$ cat config.mk
export PLATFORM = sky130hd
export DESIGN_NAME = des_cbc_ctrl_flat
export DESIGN_NICKNAME = d
export VERILOG_FILES = /design/src/rtl/des_pkg.sv /design/src/rtl/des_cbc_ctrl_if.sv /design/src/rtl/des_timeout_cnt.sv /design/src/rtl/des_cbc_ctrl.sv /design/src/flat_wrapper.sv
export SDC_FILE = /design/constraint.sdc
export NUM_CORES = 1
export LEC_CHECK = 0
export ABC_AREA = 1
export CORE_AREA = 2 2 178 180
export CTS_CLUSTER_SIZE = 12
export DETAILED_ROUTE_END_ITERATION = 7
export DIE_AREA = 0 0 180 182
export PLACE_DENSITY = 0.78
export SYNTH_ARGS = -nofsm -noshare
export SYNTH_HDL_FRONTEND = slang
export SYNTH_SLANG_ARGS = --single-unit
$ cat constraint.sdc
create_clock -name clk -period 1.5 [get_ports clk]
set_input_delay 0.225 -clock clk [delete_from_list [all_inputs] [get_ports clk]]
set_output_delay 0.225 -clock clk [all_outputs]
set_load 0.02 [all_outputs]
$ cat src/rtl/des_pkg.sv
// Shared types and constants for the DES block-mode sequencer.
// Latency: n/a (package only).
// Backpressure: n/a.
// Contents: block width, default core timeout, FSM state encoding, counter width helper.
package des_pkg;

    localparam int DES_BLK_W           = 64;
    localparam int DES_TIMEOUT_CYC_DEF = 32;

    typedef logic [DES_BLK_W-1:0] des_blk_t;

    typedef enum logic [1:0] {
        ST_IDLE   = 2'd0,
        ST_LAUNCH = 2'd1,
        ST_WAIT   = 2'd2,
        ST_OUT    = 2'd3
    } des_state_e;

    // Bits needed to hold the values 0..max_val inclusive.
    function automatic int cnt_width(input int max_val);
        return $clog2(max_val + 1);
    endfunction

endpackage

$ cat src/rtl/des_cbc_ctrl_if.sv
// Bundle of every stream, core-side and status signal of the DES block sequencer.
// Latency: n/a (wiring only).
// Backpressure: in_valid/in_ready upstream, out_valid/out_ready downstream.
// Modports: slave = the sequencer itself, master = its environment (source, sink, core).
interface des_cbc_ctrl_if;
    import des_pkg::*;

    des_blk_t key_in;
    des_blk_t iv_in;
    logic     iv_load;
    des_blk_t in_data;
    logic     in_valid;
    logic     in_ready;
    des_blk_t out_data;
    logic     out_valid;
    logic     out_ready;
    des_blk_t core_plain;
    des_blk_t core_key;
    logic     core_start;
    des_blk_t core_cipher;
    logic     core_done;
    logic     busy;
    logic     err_timeout;

    modport slave (
        input  key_in, iv_in, iv_load, in_data, in_valid, out_ready, core_cipher, core_done,
        output in_ready, out_data, out_valid, core_plain, core_key, core_start, busy, err_timeout
    );

    modport master (
        output key_in, iv_in, iv_load, in_data, in_valid, out_ready, core_cipher, core_done,
        input  in_ready, out_data, out_valid, core_plain, core_key, core_start, busy, err_timeout
    );

endinterface

$ cat src/rtl/des_timeout_cnt.sv
// Saturating watchdog counter with synchronous clear and enable, plus terminal flag.
// Latency: count updates one cycle after enable; term_o is combinational from this cycle's inputs.
// Backpressure: none; clear wins over enable, count sticks at MAX_CNT.
// Ports: clk, rst (sync, active-high), clr_i, en_i, term_o (count reaches MAX_CNT on this enable).
module des_timeout_cnt
    import des_pkg::*;
#(
    parameter int MAX_CNT = DES_TIMEOUT_CYC_DEF
) (
    input  logic clk,
    input  logic rst,
    input  logic clr_i,
    input  logic en_i,
    output logic term_o
);

    localparam int                CNT_W = cnt_width(MAX_CNT);
    localparam logic [CNT_W-1:0]  MAX_V = CNT_W'(MAX_CNT);

    logic [CNT_W-1:0] cnt_q;
    logic [CNT_W-1:0] cnt_d;

    always_comb begin
        cnt_d = cnt_q;
        if (clr_i) begin
            cnt_d = '0;
        end else if (en_i && (cnt_q != MAX_V)) begin
            cnt_d = cnt_q + 1'b1;
        end
    end

    always_ff @(posedge clk) begin
        if (rst) begin
            cnt_q <= '0;
        end else begin
            cnt_q <= cnt_d;
        end
    end

    // Fires on the enabled cycle that takes the count to MAX_CNT, and on any
    // further enabled cycle once saturated.
    assign term_o = !clr_i && en_i && (cnt_d == MAX_V);

endmodule

$ cat src/rtl/des_cbc_ctrl.sv
// Block-mode sequencer around the iterative DES core: CBC/ECB chaining, start pulse, result capture.
// Latency: core_start one cycle after input handshake; out_valid one cycle after core_done.
// Backpressure: one block in flight; in_ready low from accept until the output handshake completes.
// Ports: clk, rst (sync, active-high), bus (des_cbc_ctrl_if.slave: in/out streams, core_* pins, busy, err_timeout).
module des_cbc_ctrl
    import des_pkg::*;
#(
    parameter bit MODE_CBC    = 1'b1,
    parameter int TIMEOUT_CYC = DES_TIMEOUT_CYC_DEF
) (
    input  logic          clk,
    input  logic          rst,
    des_cbc_ctrl_if.slave bus
);

    des_state_e state_q;
    des_blk_t   chain_q;
    des_blk_t   core_plain_q;
    des_blk_t   core_key_q;
    des_blk_t   out_data_q;
    logic       core_start_q;
    logic       out_valid_q;
    logic       busy_q;
    logic       err_timeout_q;

    des_blk_t   plain_d;
    logic       in_ready_w;
    logic       in_acc_w;
    logic       timeout_w;

    // In ECB the chain register never reaches the core.
    assign plain_d    = MODE_CBC ? (bus.in_data ^ chain_q) : bus.in_data;

    // An IV load owns the IDLE cycle; a coincident block waits one cycle.
    assign in_ready_w = (state_q == ST_IDLE) && !bus.iv_load;
    assign in_acc_w   = bus.in_valid && in_ready_w;

    des_timeout_cnt #(
        .MAX_CNT (TIMEOUT_CYC)
    ) u_timeout_cnt (
        .clk    (clk),
        .rst    (rst),
        .clr_i  (state_q == ST_LAUNCH),
        .en_i   (state_q == ST_WAIT),
        .term_o (timeout_w)
    );

    always_ff @(posedge clk) begin
        if (rst) begin
            state_q       <= ST_IDLE;
            chain_q       <= '0;
            core_plain_q  <= '0;
            core_key_q    <= '0;
            out_data_q    <= '0;
            core_start_q  <= 1'b0;
            out_valid_q   <= 1'b0;
            busy_q        <= 1'b0;
            err_timeout_q <= 1'b0;
        end else begin
            case (state_q)
                ST_IDLE: begin
                    if (bus.iv_load) begin
                        chain_q <= bus.iv_in;
                    end else if (in_acc_w) begin
                        // core_plain/core_key stay frozen until the next accept:
                        // the core reads them combinationally on every round.
                        core_plain_q <= plain_d;
                        core_key_q   <= bus.key_in;
                        core_start_q <= 1'b1;
                        busy_q       <= 1'b1;
                        state_q      <= ST_LAUNCH;
                    end
                end
                ST_LAUNCH: begin
                    core_start_q <= 1'b0;
                    state_q      <= ST_WAIT;
                end
                ST_WAIT: begin
                    // A result arriving on the timeout cycle is still taken.
                    if (bus.core_done) begin
                        out_data_q  <= bus.core_cipher;
                        if (MODE_CBC) begin
                            chain_q <= bus.core_cipher;
                        end
                        out_valid_q <= 1'b1;
                        state_q     <= ST_OUT;
                    end else if (timeout_w) begin
                        err_timeout_q <= 1'b1;
                        busy_q        <= 1'b0;
                        state_q       <= ST_IDLE;
                    end
                end
                ST_OUT: begin
                    if (bus.out_ready) begin
                        out_valid_q <= 1'b0;
                        busy_q      <= 1'b0;
                        state_q     <= ST_IDLE;
                    end
                end
                default: begin
                    state_q <= ST_IDLE;
                end
            endcase
        end
    end

    assign bus.in_ready    = in_ready_w;
    assign bus.out_data    = out_data_q;
    assign bus.out_valid   = out_valid_q;
    assign bus.core_plain  = core_plain_q;
    assign bus.core_key    = core_key_q;
    assign bus.core_start  = core_start_q;
    assign bus.busy        = busy_q;
    assign bus.err_timeout = err_timeout_q;

endmodule

$ cat src/flat_wrapper.sv
// flat-port wrapper written by rule: the top's interface ports become plain ports
module des_cbc_ctrl_flat import des_pkg::*;
#(
    parameter bit MODE_CBC    = 1'b1,
    parameter int TIMEOUT_CYC = DES_TIMEOUT_CYC_DEF
)
  (clk, rst, bus_key_in, bus_iv_in, bus_iv_load, bus_in_data, bus_in_valid, bus_out_ready, bus_core_cipher, bus_core_done, bus_in_ready, bus_out_data, bus_out_valid, bus_core_plain, bus_core_key, bus_core_start, bus_busy, bus_err_timeout);
  des_cbc_ctrl_if bus_i ();
  input  logic clk;
  input  logic rst;
  input wire logic [$bits(bus_i.key_in)-1:0] bus_key_in;
  input wire logic [$bits(bus_i.iv_in)-1:0] bus_iv_in;
  input wire logic [$bits(bus_i.iv_load)-1:0] bus_iv_load;
  input wire logic [$bits(bus_i.in_data)-1:0] bus_in_data;
  input wire logic [$bits(bus_i.in_valid)-1:0] bus_in_valid;
  input wire logic [$bits(bus_i.out_ready)-1:0] bus_out_ready;
  input wire logic [$bits(bus_i.core_cipher)-1:0] bus_core_cipher;
  input wire logic [$bits(bus_i.core_done)-1:0] bus_core_done;
  output wire logic [$bits(bus_i.in_ready)-1:0] bus_in_ready;
  output wire logic [$bits(bus_i.out_data)-1:0] bus_out_data;
  output wire logic [$bits(bus_i.out_valid)-1:0] bus_out_valid;
  output wire logic [$bits(bus_i.core_plain)-1:0] bus_core_plain;
  output wire logic [$bits(bus_i.core_key)-1:0] bus_core_key;
  output wire logic [$bits(bus_i.core_start)-1:0] bus_core_start;
  output wire logic [$bits(bus_i.busy)-1:0] bus_busy;
  output wire logic [$bits(bus_i.err_timeout)-1:0] bus_err_timeout;
  assign bus_i.key_in = bus_key_in;
  assign bus_i.iv_in = bus_iv_in;
  assign bus_i.iv_load = bus_iv_load;
  assign bus_i.in_data = bus_in_data;
  assign bus_i.in_valid = bus_in_valid;
  assign bus_i.out_ready = bus_out_ready;
  assign bus_i.core_cipher = bus_core_cipher;
  assign bus_i.core_done = bus_core_done;
  assign bus_in_ready = bus_i.in_ready;
  assign bus_out_data = bus_i.out_data;
  assign bus_out_valid = bus_i.out_valid;
  assign bus_core_plain = bus_i.core_plain;
  assign bus_core_key = bus_i.core_key;
  assign bus_core_start = bus_i.core_start;
  assign bus_busy = bus_i.busy;
  assign bus_err_timeout = bus_i.err_timeout;
  des_cbc_ctrl #(.MODE_CBC(MODE_CBC), .TIMEOUT_CYC(TIMEOUT_CYC)) u_core (.clk(clk), .rst(rst), .bus(bus_i));
endmodule
---- Word level (Yosys, flattened, before mapping) ----
Cells that the tools add are included.
word-level totals
  bits in registers ....................... 268
  bits in latches ......................... 0
  memory bits (writable) .................. 0
  memory bits (read-only) ................. 0
  bits of input ports ..................... 262
  output and inout bits ................... 197
  word-level logic and storage cells ...... 67
  memories ................................ 0
operators by class
  add/sub/neg operators ................... 1
  multipliers ............................. 0
  div/mod/pow operators ................... 0
  magnitude comparators ................... 0
  equal/unequal tests ..................... 13
  shift operators ......................... 0
  mux-type cells .......................... 20
  bitwise logic cells ..................... 3
  reductions and logical operators ........ 20
operators by type and width
  kind                                                  number
  two-way mux 64 bit                                    2
  case mux 64 bit (2 select lines)                      1
  bitwise XOR 64 bit                                    1
  AND reduction 3 bit                                   5
  two-way mux 6 bit                                     2
  two-way mux 2 bit                                     5
  != test 2 bit (second input constant)                 5
  case mux 2 bit (4 select lines)                       1
  adder 6 x 1 -> 6 bit (second input constant)          1
  equality test 6 bit (second input constant)           1
  two-way mux 1 bit                                     6
  != test 6 bit (second input constant)                 1
  AND reduction 6 bit                                   1
  nonzero test 2 bit                                    3
  logical AND 1 bit                                     5
  equality test 2 bit (second input constant)           2
  != test 2 x 1 -> 1 bit (second input constant)        2
  case mux 1 bit (2 select lines)                       2
  AND reduction 4 bit                                   1
  != test 3 x 2 -> 1 bit (second input constant)        1
  case mux 1 bit (3 select lines)                       1
  nonzero test 3 bit                                    1
  equality test 2 x 1 -> 1 bit (second input constant)  1
  zero test 1 bit                                       2
  other kinds (3)                                       4

---- Longest topological paths before layout ----
Gate-level depths: netlist of run 1.
  depth after elaboration ................. 9
  depth in mapped cells ................... 16
  mapped depth without buffers ............ 16

---- Cells and area by module ----
From an unflattened synthesis of run 1, not the netlist that was laid out.
unflattened totals
  cells, all modules ...................... 1372
  area, all modules ....................... 10918.0 um^2
modules (own cells, without submodules)
  module           times used  cells each  area each (um^2)  sequential area each (um^2)
  des_cbc_ctrl     1           1320        10555.1           5245.0
  des_timeout_cnt  1           52          362.8             120.1

---- Least setup slack after synthesis of run 1 ----
Ideal clock, no wire load.
  path type ............................... reg-to-reg
  start ................................... reg u_core.u_timeout_cnt.cnt_q[0]
  end ..................................... reg u_core.state_q[1]
  library setup time ...................... 138 ps
  arrival ................................. 1432 ps
  required time ........................... 1362 ps
  slack ................................... -70 ps
  stages on the path, launching flop included .. 16
  path buffers ............................ 0
  period minus slack after synthesis ...... 1570 ps
  cell sequence ........................... dfxtp_1 > inv_1 > ha_1 > nand2_1 > inv_1 > nand3_1 > nand2_1 > nand2_1 > nand2_1 > inv_2 > nand2_1 > nor2_2 > nand2_1 > nand2_1 > nand2_1 > nor3b_2
on the way
  word-level cells in the longest chain between the ends .. 8
  elaborated cells between the ends (all ways) .. 9
  classes of those cells .................. add/sub: 1; eq/ne: 3; mux: 2; reduce/logical: 3
ends and longest elaborated chain
  what                                                                          RTL line               RTL
  start, declared                                                               des_timeout_cnt.sv:20  logic [CNT_W-1:0] cnt_q;
  start signal, assigned                                                        des_timeout_cnt.sv:36  cnt_q <= cnt_d;
  parallel branches: the longest is 2 deep, another holds adder 6 x 1 -> 6 bit  n/a
  two-way mux 6 bit *                                                           des_timeout_cnt.sv:27  end else if (en_i && (cnt_q != MAX_V)) begin
  two-way mux 6 bit *                                                           des_timeout_cnt.sv:25  if (clr_i) begin
  equality test 6 bit *                                                         des_timeout_cnt.sv:42  assign term_o = !clr_i && en_i && (cnt_d == MAX_V);
  logical AND 1 bit *                                                           des_timeout_cnt.sv:42
  != test 3 x 2 -> 1 bit (no source line) *                                     n/a
  AND reduction 4 bit (no source line) *                                        n/a
  end signal, assigned                                                          des_cbc_ctrl.sv:50     state_q <= ST_IDLE;
  end signal, assigned                                                          des_cbc_ctrl.sv:71     state_q <= ST_LAUNCH;
  end signal, assigned                                                          des_cbc_ctrl.sv:76     state_q <= ST_WAIT;
  end, declared                                                                 des_cbc_ctrl.sv:16     des_state_e state_q;
Mark *: on every way between the ends.
A chain may end at the register's enable or synchronous reset.

---- Worst setup path after layout of run 1 ----
  start ................................... reg u_core.state_q[1]
  end ..................................... reg u_core.chain_q[2]
on the way
  word-level cells in the longest chain between the ends .. 3
  elaborated cells between the ends (all ways) .. 7
  classes of those cells .................. eq/ne: 3; mux: 1; reduce/logical: 3
ends and longest elaborated chain
  what                                                                         RTL line            RTL
  equality test 2 bit / zero test 2 bit (equally long branches)                des_cbc_ctrl.sv:60  case (state_q)
  != test 2 bit (no source line) / nonzero test 2 bit (equally long branches)  n/a
  AND reduction 3 bit (no source line)                                         n/a
  end signal, assigned                                                         des_cbc_ctrl.sv:63  chain_q <= bus.iv_in;
  end signal, assigned                                                         des_cbc_ctrl.sv:83  chain_q <= bus.core_cipher;
  end, declared                                                                des_cbc_ctrl.sv:17  des_blk_t chain_q;
Several ways; a longest one is shown, not always the timed one.

==> metrics.md, run 1 <==
| Metric | Value |
|---|---|
| Setup ws final | `-0.218 ns` |
| Number of setup violations in the final report | `between 200 and 300` |
| Start point of the critical path | `u_core.state_q[1]` |
| GRT overflow | `0` |
| Initial antenna violation count | `2` |
| Worst vdd ir | `around 0.00096 V` |
| GRT busiest layer | `met2` |
| Gr usage total | `0.265` |
| Hold Crit Class | `primary input to flip-flop` |
| Tcrit/Tclk final | `1.15` |
| Synth Area in XOR/XNOR | `0.0500` |
| Max-capacitance violation count | `0` |
| Routability congestion estimate | `between 0.8 and 0.9` |
| Compound-Gate Fraction of Synth Area | `0.167` |
| PortBufs | `~460` |
| Setup crit end | `u_core.chain_q[2]` |
| CTS root buf | `clkbuf_16` |
| Clk Latency, worst-skew pair | `about 0.56 ns` |
| Initial Util | `0.362` |
| Post-synthesis cell count | `1,382` |
| Status | `finished with violations` |
| Kind of cell adding the most delay to the critical path | `buffers and inverters` |
| Mux cell area share after synthesis | `0` |
| Sequential share of the synthesized area | `0.479` |
| Pins Over Slew Limit | `0` |
| PwrDens | `around 1500 nW/µm²` |
| GRT met3 Usage | `0.0540` |
| First-pass DRT Iterations | `5` |
| Core area | `a little over 30,000 µm²` |
| Simple-gate portion of the synthesized area | `0.243` |
| DR DRC count | `0` |
| Yosys warnings | `0` |
| Total wire length | `approximately 56,000 µm` |
| Area Growth Syn to Fin | `87.4%` |
| CP peak stage delay | `0.37 ns` |
| Number of cells on the critical path | `10` |
| WHS | `about 0.11 ns` |
| Die area | `32,800 µm²` |
| First-pass GRT wire length | `68,400 µm` |
| Fmax achieved | `between 0.5 and 0.6 GHz` |
| CTS tree | `built` |
| Worst Setup End Kind | `flip-flop` |
| Syn_nets | `approximately 1.6k` |
| Remaining antenna violation count | `0` |
| WP data required | `roughly 2.0 ns` |
| Slew margin rel. | `0.613` |
| Wirelength per Cell | `between 20 and 25 µm` |
| Adder-cell share of the synthesized area | `0.00223` |
| Reg2reg start | `u_core.state_q[1]` |
| Largest family of logic cells by synthesized area | `simple AND/OR/NAND/NOR gates` |
| GRT met1 Usage | `0.323` |
| Setup TNS | `-17.79 ns` |
| WP data arrival | `around 2.2 ns` |
| Worst reg-to-reg path cell count | `10` |
| Die Wd | `about 180 µm` |
| Met2 Use GR | `0.453` |
| Violated checks | `setup timing` |
| Crit-path max FO | `6` |
| Largest net degree at the start of global routing | `60` |
| Total vias in the final route | `between 10k and 15k` |
| Final Hold Fails | `0` |
| RSZ-0062 raised after global routing | `yes` |
| Reg-to-reg slack, setup | `-0.22 ns` |
| # H-tree levels | `1` |
| Syn Area/Cell | `around 8.1 µm²` |
| FF-to-FF End | `u_core.chain_q[2]` |
| Vias in the first global route | `roughly 12k` |
| Final Skew | `between 0.01 and 0.015 ns` |
| CP Buf/Inv Count | `5` |
| Clock Tree Buf Depth | `3` |
| Netlist Area Pre-Place | `between 10,000 and 15,000 µm²` |
| Total power | `just over 30,000 µW` |
| CP Cell Sequence | `nor2_4, buf_4, buf_4, nand2_2, nand2_8, buf_12, buf_12, buf_16, nor2_1, a311oi_1` |
| Place WS | `-0.258 ns` |
| Die span in y | `around 180 µm` |
| Cell variety after synth | `27` |
| Worst Setup Start Kind | `flip-flop` |
| Clock Pin Slew Worst Setup and Hold Paths | `about 0.070 ns` |
| Hold-fix buffers at CTS | `0` |
| Tmin final | `around 1.7 ns` |
| TritonCTS Buffers | `30` |
| CP max-delay cell | `dfxtp_4` |
| Leakage | `~0.0086 µW` |
| Crit Path Class | `flip-flop to flip-flop` |
| Vias per cell | `about 5.6` |
| Layout cells sized above 1 | `0.317` |
| Site row count | `between 60 and 70` |
| Clock sink total | `268` |
| Fin util | `0.677` |
| 1st-iter DRT viols | `1,063` |
| IO Count | `459` |
| Final #Nets | `about 2.2k` |
| Worst-margin pin slew | `0.581 ns` |
| FF+latch count, synth | `roughly 270` |
| Post-DP HPWL | `roughly 30,000 µm` |
## cells in the final DEF (no fill, tap or decap), types with 2 or more instances in the layout
cell type,instances
dfxtp_1,264
clkdlybuf4s50_1,258
nand2_1,243
nand3_1,160
dlygate4sd2_1,153
a21oi_1,111
a21oi_2,87
nand2_4,66
xor2_1,64
buf_4,56
clkbuf_16,55
a311oi_2,53
nand2_2,45
buf_12,43
nand3_2,34
nor2_1,31
nor2_2,27
nor2_4,23
buf_6,23
buf_16,21
clkdlybuf4s15_1,21
buf_8,18
clkbuf_2,12
a311oi_1,11
inv_1,10
clkdlybuf4s15_2,10
nand3_4,8
inv_2,6
clkbuf_1,5
clkinv_2,5
clkbuf_8,5
nand2_8,4
dfxtp_4,3
ha_4,2
bufinv_16,2
## cells in the mapped netlist (all sizes together)
master    n  area, µm²
nand2   358       1350
or2       1       6.26
o21ai     1       5.00
nor3b     1       12.5
inv      18       70.1
nand4     1       6.26
a311oi   64        873
nand3b    1       7.51
dfxtp   268       5370
xor2     64        561
nor2     81        324
clkbuf   54        203
buf      67        385
ha        2       25.0
nor3      1       5.00
nand3   202       1010
a21oi   198        991
## worst min path at each step
stage | start | endpoint | slack (ns) | cells after the start
4_1_cts | bus_in_valid | u_core.bus.core_key[57] | 0.07 | 3
3_3_place_gp | u_core.bus.out_data[52] | u_core.bus.out_data[52] | 0.45 | 2
3_5_place_dp | u_core.bus.core_plain[25] | u_core.bus.core_plain[25] | 0.45 | 2
2_1_floorplan | bus_core_cipher[0] | u_core.bus.out_data[0] | 0.39 | 2
6_report | bus_in_valid | u_core.bus.core_key[58] | 0.11 | 3
5_1_grt | bus_in_valid | u_core.bus.core_key[48] | 0.1 | 3
## worst register-to-register path, delay by kind of cell, from the launching register on
kind	cells	cell delay (ns)
compound gates	1	0.27
buf+inv	5	0.60
flops	1	0.37
simple gates	4	0.37
## cell families after synthesis
| logic type | count (synthesis) |
|---|---|
| AO/OA/AOI/OAI | 263 |
| adder cells (fa/ha/maj) | 2 |
| XOR/XNOR | 64 |
| buffers and inverters | 139 |
| flip-flops | 268 |
| AND/OR/NAND/NOR | 646 |
## through the flow
| stage | instances | instance area [µm²] |
|---|---|---|
| floorplan | 1382 | 11200 |
| global placement | 2199 | 16600 |
| detailed placement | 2199 | 16600 |
| CTS | 2298 | 18700 |
| global route | 2357 | 21000 |
| finish | 2357 | 21000 |
## where the power goes
| group | total [µW] | internal [µW] | switching (µW) | leakage [µW] |
|---|---|---|---|---|
| logic | 14100 | 6790 | 7270 | 0.00591 |
| registers | 9380 | 8340 | 1040 | 0.00219 |
| clock network | 7400 | 4330 | 3070 | 0.000480 |
## layout make-up
class / instances / area [µm²]
tap: 402 / 503
timing repair buffer: 641 / 7330
timing repair inverter: 1 / 16.3
clock buffer: 41 / 863
inverter: 18 / 82.6
sequential: 268 / 5380
antenna: 1 / 2.50
fill: 2227 / 9990
multi-input combinational: 975 / 6710
clock inverter: 10 / 110
## timing repair
action / in CTS / in global routing
setup buffers: 28 / 26
cloned: 20 / 39
pin swaps: 17 / 84
setup endpoints to repair: 365 / 330
resized for setup: 396 / 404
## registers in the layout, indices dropped and copies added (netlist names)
signal / flops
u_core.bus.core_plain: 64
u_core.bus.err_timeout: 1
u_core.state_q: 2
u_core.bus.core_key: 64
u_core.bus.core_start: 1
u_core.bus.out_valid: 1
u_core.bus.busy: 1
u_core.chain_q: 64
u_core.u_timeout_cnt.cnt_q: 6
u_core.bus.out_data: 64
## routing by layer
layer  part of all wire  vias up
li1                   -     5802
met1               0.38     6368
met2               0.47      801
met3              0.093      229
met4              0.058        0
met5                  0        -
Note: power is estimated with default switching activity, not from simulation.
==> inputs of run 2 (changes only) <==
--- a/config.mk
+++ b/config.mk
@@ -6,11 +6,11 @@
 export NUM_CORES = 1
 export LEC_CHECK = 0
 export ABC_AREA = 1
-export CORE_AREA = 2 2 178 180
+export CORE_AREA = 2 2 180 182
 export CTS_CLUSTER_SIZE = 12
 export DETAILED_ROUTE_END_ITERATION = 7
-export DIE_AREA = 0 0 180 182
-export PLACE_DENSITY = 0.78
+export DIE_AREA = 0 0 182 184
+export PLACE_DENSITY = 0.74
 export SYNTH_ARGS = -nofsm -noshare
 export SYNTH_HDL_FRONTEND = slang
 export SYNTH_SLANG_ARGS = --single-unit
==> constraint.sdc (replaced) <==
create_clock -name clk -period 1.84 [get_ports clk]
set_input_delay 0.276 -clock clk [delete_from_list [all_inputs] [get_ports clk]]
set_output_delay 0.276 -clock clk [all_outputs]
set_load 0.02 [all_outputs]
==> run 2 against run 1 <==
  * Sequential share of layout area increased by 5.4 points
  * The flow now finishes without violations
  * Global-route usage down 4.1 points
  * Die area up 2.2%
  * Register-to-register slack better by 0.37 ns
  * Total power decreased by 35%
  * First-iteration DRC count down 31%
  * Sequential cell count unchanged
  * Final cell count shrank 5.9%
==> metrics.md, run 2 (synthesized netlist as in run 1, its figures left out) <==
| Metric | Value |
|---|---|
| Status | `finished clean (was finished with violations)` |
| Wirelength per Cell | `17.8 µm (was 23.9 µm)` |
| IO Count | `459 (unchanged)` |
| Post-DP HPWL | `27,900 µm (was 29,200 µm)` |
| Slew margin rel. | `0.651 (was 0.613)` |
| Hold Crit Class | `primary input to flip-flop (unchanged)` |
| WP data required | `1.56 ns (was 1.95 ns)` |
| Number of setup violations in the final report | `0 (was 254)` |
| Kind of cell adding the most delay to the critical path | `buffers and inverters (unchanged)` |
| CTS root buf | `clkbuf_16 (unchanged)` |
| Leakage | `0.00698 µW (was 0.00859 µW)` |
| Tcrit/Tclk final | `0.983` |
| First-pass DRT Iterations | `5 (unchanged)` |
| Core area | `31,400 µm² (was 31,000 µm²)` |
| CP peak stage delay | `0.66 ns (was 0.37 ns)` |
| TritonCTS Buffers | `30 (unchanged)` |
| Site row count | `65 (unchanged)` |
| CP Cell Sequence | `clkdlybuf4s50_1 (was nor2_4, buf_4, buf_4, nand2_2, nand2_8, buf_12, buf_12, buf_16, nor2_1, a311oi_1)` |
| Worst vdd ir | `0.000709 V (was 0.000955 V)` |
| Reg2reg start | `u_core.state_q[0] (was u_core.state_q[1])` |
| Tmin final | `~1.8 ns` |
| Crit-path max FO | `2 (was 6)` |
| Initial Util | `0.357 (was 0.362)` |
| Vias in the first global route | `10.7k (was 11.8k)` |
| PortBufs | `458 (unchanged)` |
| Final Hold Fails | `0 (unchanged)` |
| Initial antenna violation count | `0 (was 2)` |
| Place WS | `-0.0255 ns (was -0.258 ns)` |
| PwrDens | `1160 nW/µm² (was 1470 nW/µm²)` |
| Max-capacitance violation count | `0 (unchanged)` |
| Most common cell after layout, fill and taps aside | `clkdlybuf4s50_1 (was dfxtp_1)` |
| 1st-iter DRT viols | `737 (was 1,063)` |
| Vias per cell | `5.05 (was 5.60)` |
| Min-delay src | `rst (was bus_in_valid)` |
| Clk Latency, worst-skew pair | `0.55 ns (was 0.56 ns)` |
| # H-tree levels | `1 (unchanged)` |
| Crit Path Class | `flip-flop to output pin (was flip-flop to flip-flop)` |
| Fmax achieved | `between 0.5 and 0.6 GHz` |
| Die Wd | `182 µm (was 180 µm)` |
| Fin cells | `2,219 (was 2,357)` |
| Clock Pin Slew Worst Setup and Hold Paths | `0.06 ns (was 0.07 ns)` |
| Final Skew | `0.0166 ns (was 0.0147 ns)` |
| WP data arrival | `1.53 ns (was 2.17 ns)` |
| Worst Setup End Kind | `output pin (was flip-flop)` |
| Start point of the critical path | `u_core.bus.core_plain[20] (was u_core.state_q[1])` |
| Gr usage total | `0.224 (was 0.265)` |
| CP max-delay cell | `clkdlybuf4s50_1 (was dfxtp_4)` |
| Setup ws final | `0.0320 ns (was -0.218 ns)` |
| Pins Over Slew Limit | `0 (unchanged)` |
| Worst-margin pin slew | `0.524 ns (was 0.581 ns)` |
| DR DRC count | `0 (unchanged)` |
| Die span in y | `184 µm (was 182 µm)` |
| First-pass GRT wire length | `60,100 µm (was 68,400 µm)` |
| CTS tree | `built (unchanged)` |
| Area Growth Syn to Fin | `54.5% (was 87.4%)` |
| Layout cells sized above 1 | `0.0897 (was 0.317)` |
| CP Buf/Inv Count | `1 (was 5)` |
| Clock Tree Buf Depth | `3 (unchanged)` |
| Clock sink total | `268 (unchanged)` |
| GRT overflow | `0 (unchanged)` |
| Total wire length | `39,500 µm (was 56,300 µm)` |
| Placed Cells | `2,166 (was 2,199)` |
| Worst Setup Start Kind | `flip-flop (unchanged)` |
| Total vias in the final route | `11.2k (was 13.2k)` |
| Largest net degree at the start of global routing | `92 (was 60)` |
| Remaining antenna violation count | `0 (unchanged)` |
| Die area | `33,500 µm² (was 32,800 µm²)` |
| Final #Nets | `2,061 (was 2,199)` |
| Antenna cells | `0 (was 1)` |
| Setup TNS | `0 ns (was -17.79 ns)` |
| Routability congestion estimate | `0.847 (was 0.868)` |
| Most frequent cells in the layout | `clkdlybuf4s50_1, nand2_1, dfxtp_1 (was dfxtp_1, clkdlybuf4s50_1, nand2_1)` |
[run 2: stage by stage]
step                hold slack, ns  area (µm²)   util  total power (µW)
detailed placement           0.447       16200  0.518             14300
global placement             0.439       16200  0.518             14100
finish                       0.124       17300  0.552             20100
CTS                         0.0954       17200  0.548             20200
global route                 0.114       17300  0.552             21100
floorplan                    0.441       11200      -             11400
[run 2: final cells by class]
type                            instances  area, µm²
Fill cell                            2770      14100
Sequential cell                       268       5370
Multi-Input combinational cell        975       5220
Timing Repair Buffer                  504       5180
Clock buffer                           47        926
Tap cell                              402        503
Inverter                               18       70.1
Clock inverter                          5       52.6
[run 2: layer usage]
layer  vias up  track usage  part of all wire
met2       386        0.393              0.50
li1       5496            -                 -
met1      5245        0.282              0.41
met3        69       0.0400             0.067
met4         0       0.0610             0.024
met5         -            0                 0
[run 2: path summary, 6_finish.rpt]
check,to,slack (ns),cells after the start
min,u_core.u_timeout_cnt.cnt_q[2],0.12,2
min reg2reg,u_core.bus.out_data[53],0.46,2
max reg2reg,u_core.chain_q[34],0.15,10
max,bus_core_plain[20],0.03,1
[run 2: where the power goes]
part           switching, µW  total (µW)  internal [µW]
Sequential               595        7380           6780
Clock                   2400        5960           3550
Combinational           3810        6770           2960
[run 2: timing repair]
item                                    4_1_cts  5_1_grt
buffers inserted                              0        1
hold endpoints to repair                      0        0
hold buffers                                  0        0
pin swaps                                     0        1
resized for setup                            19       42
endpoints found under the setup margin       17       40
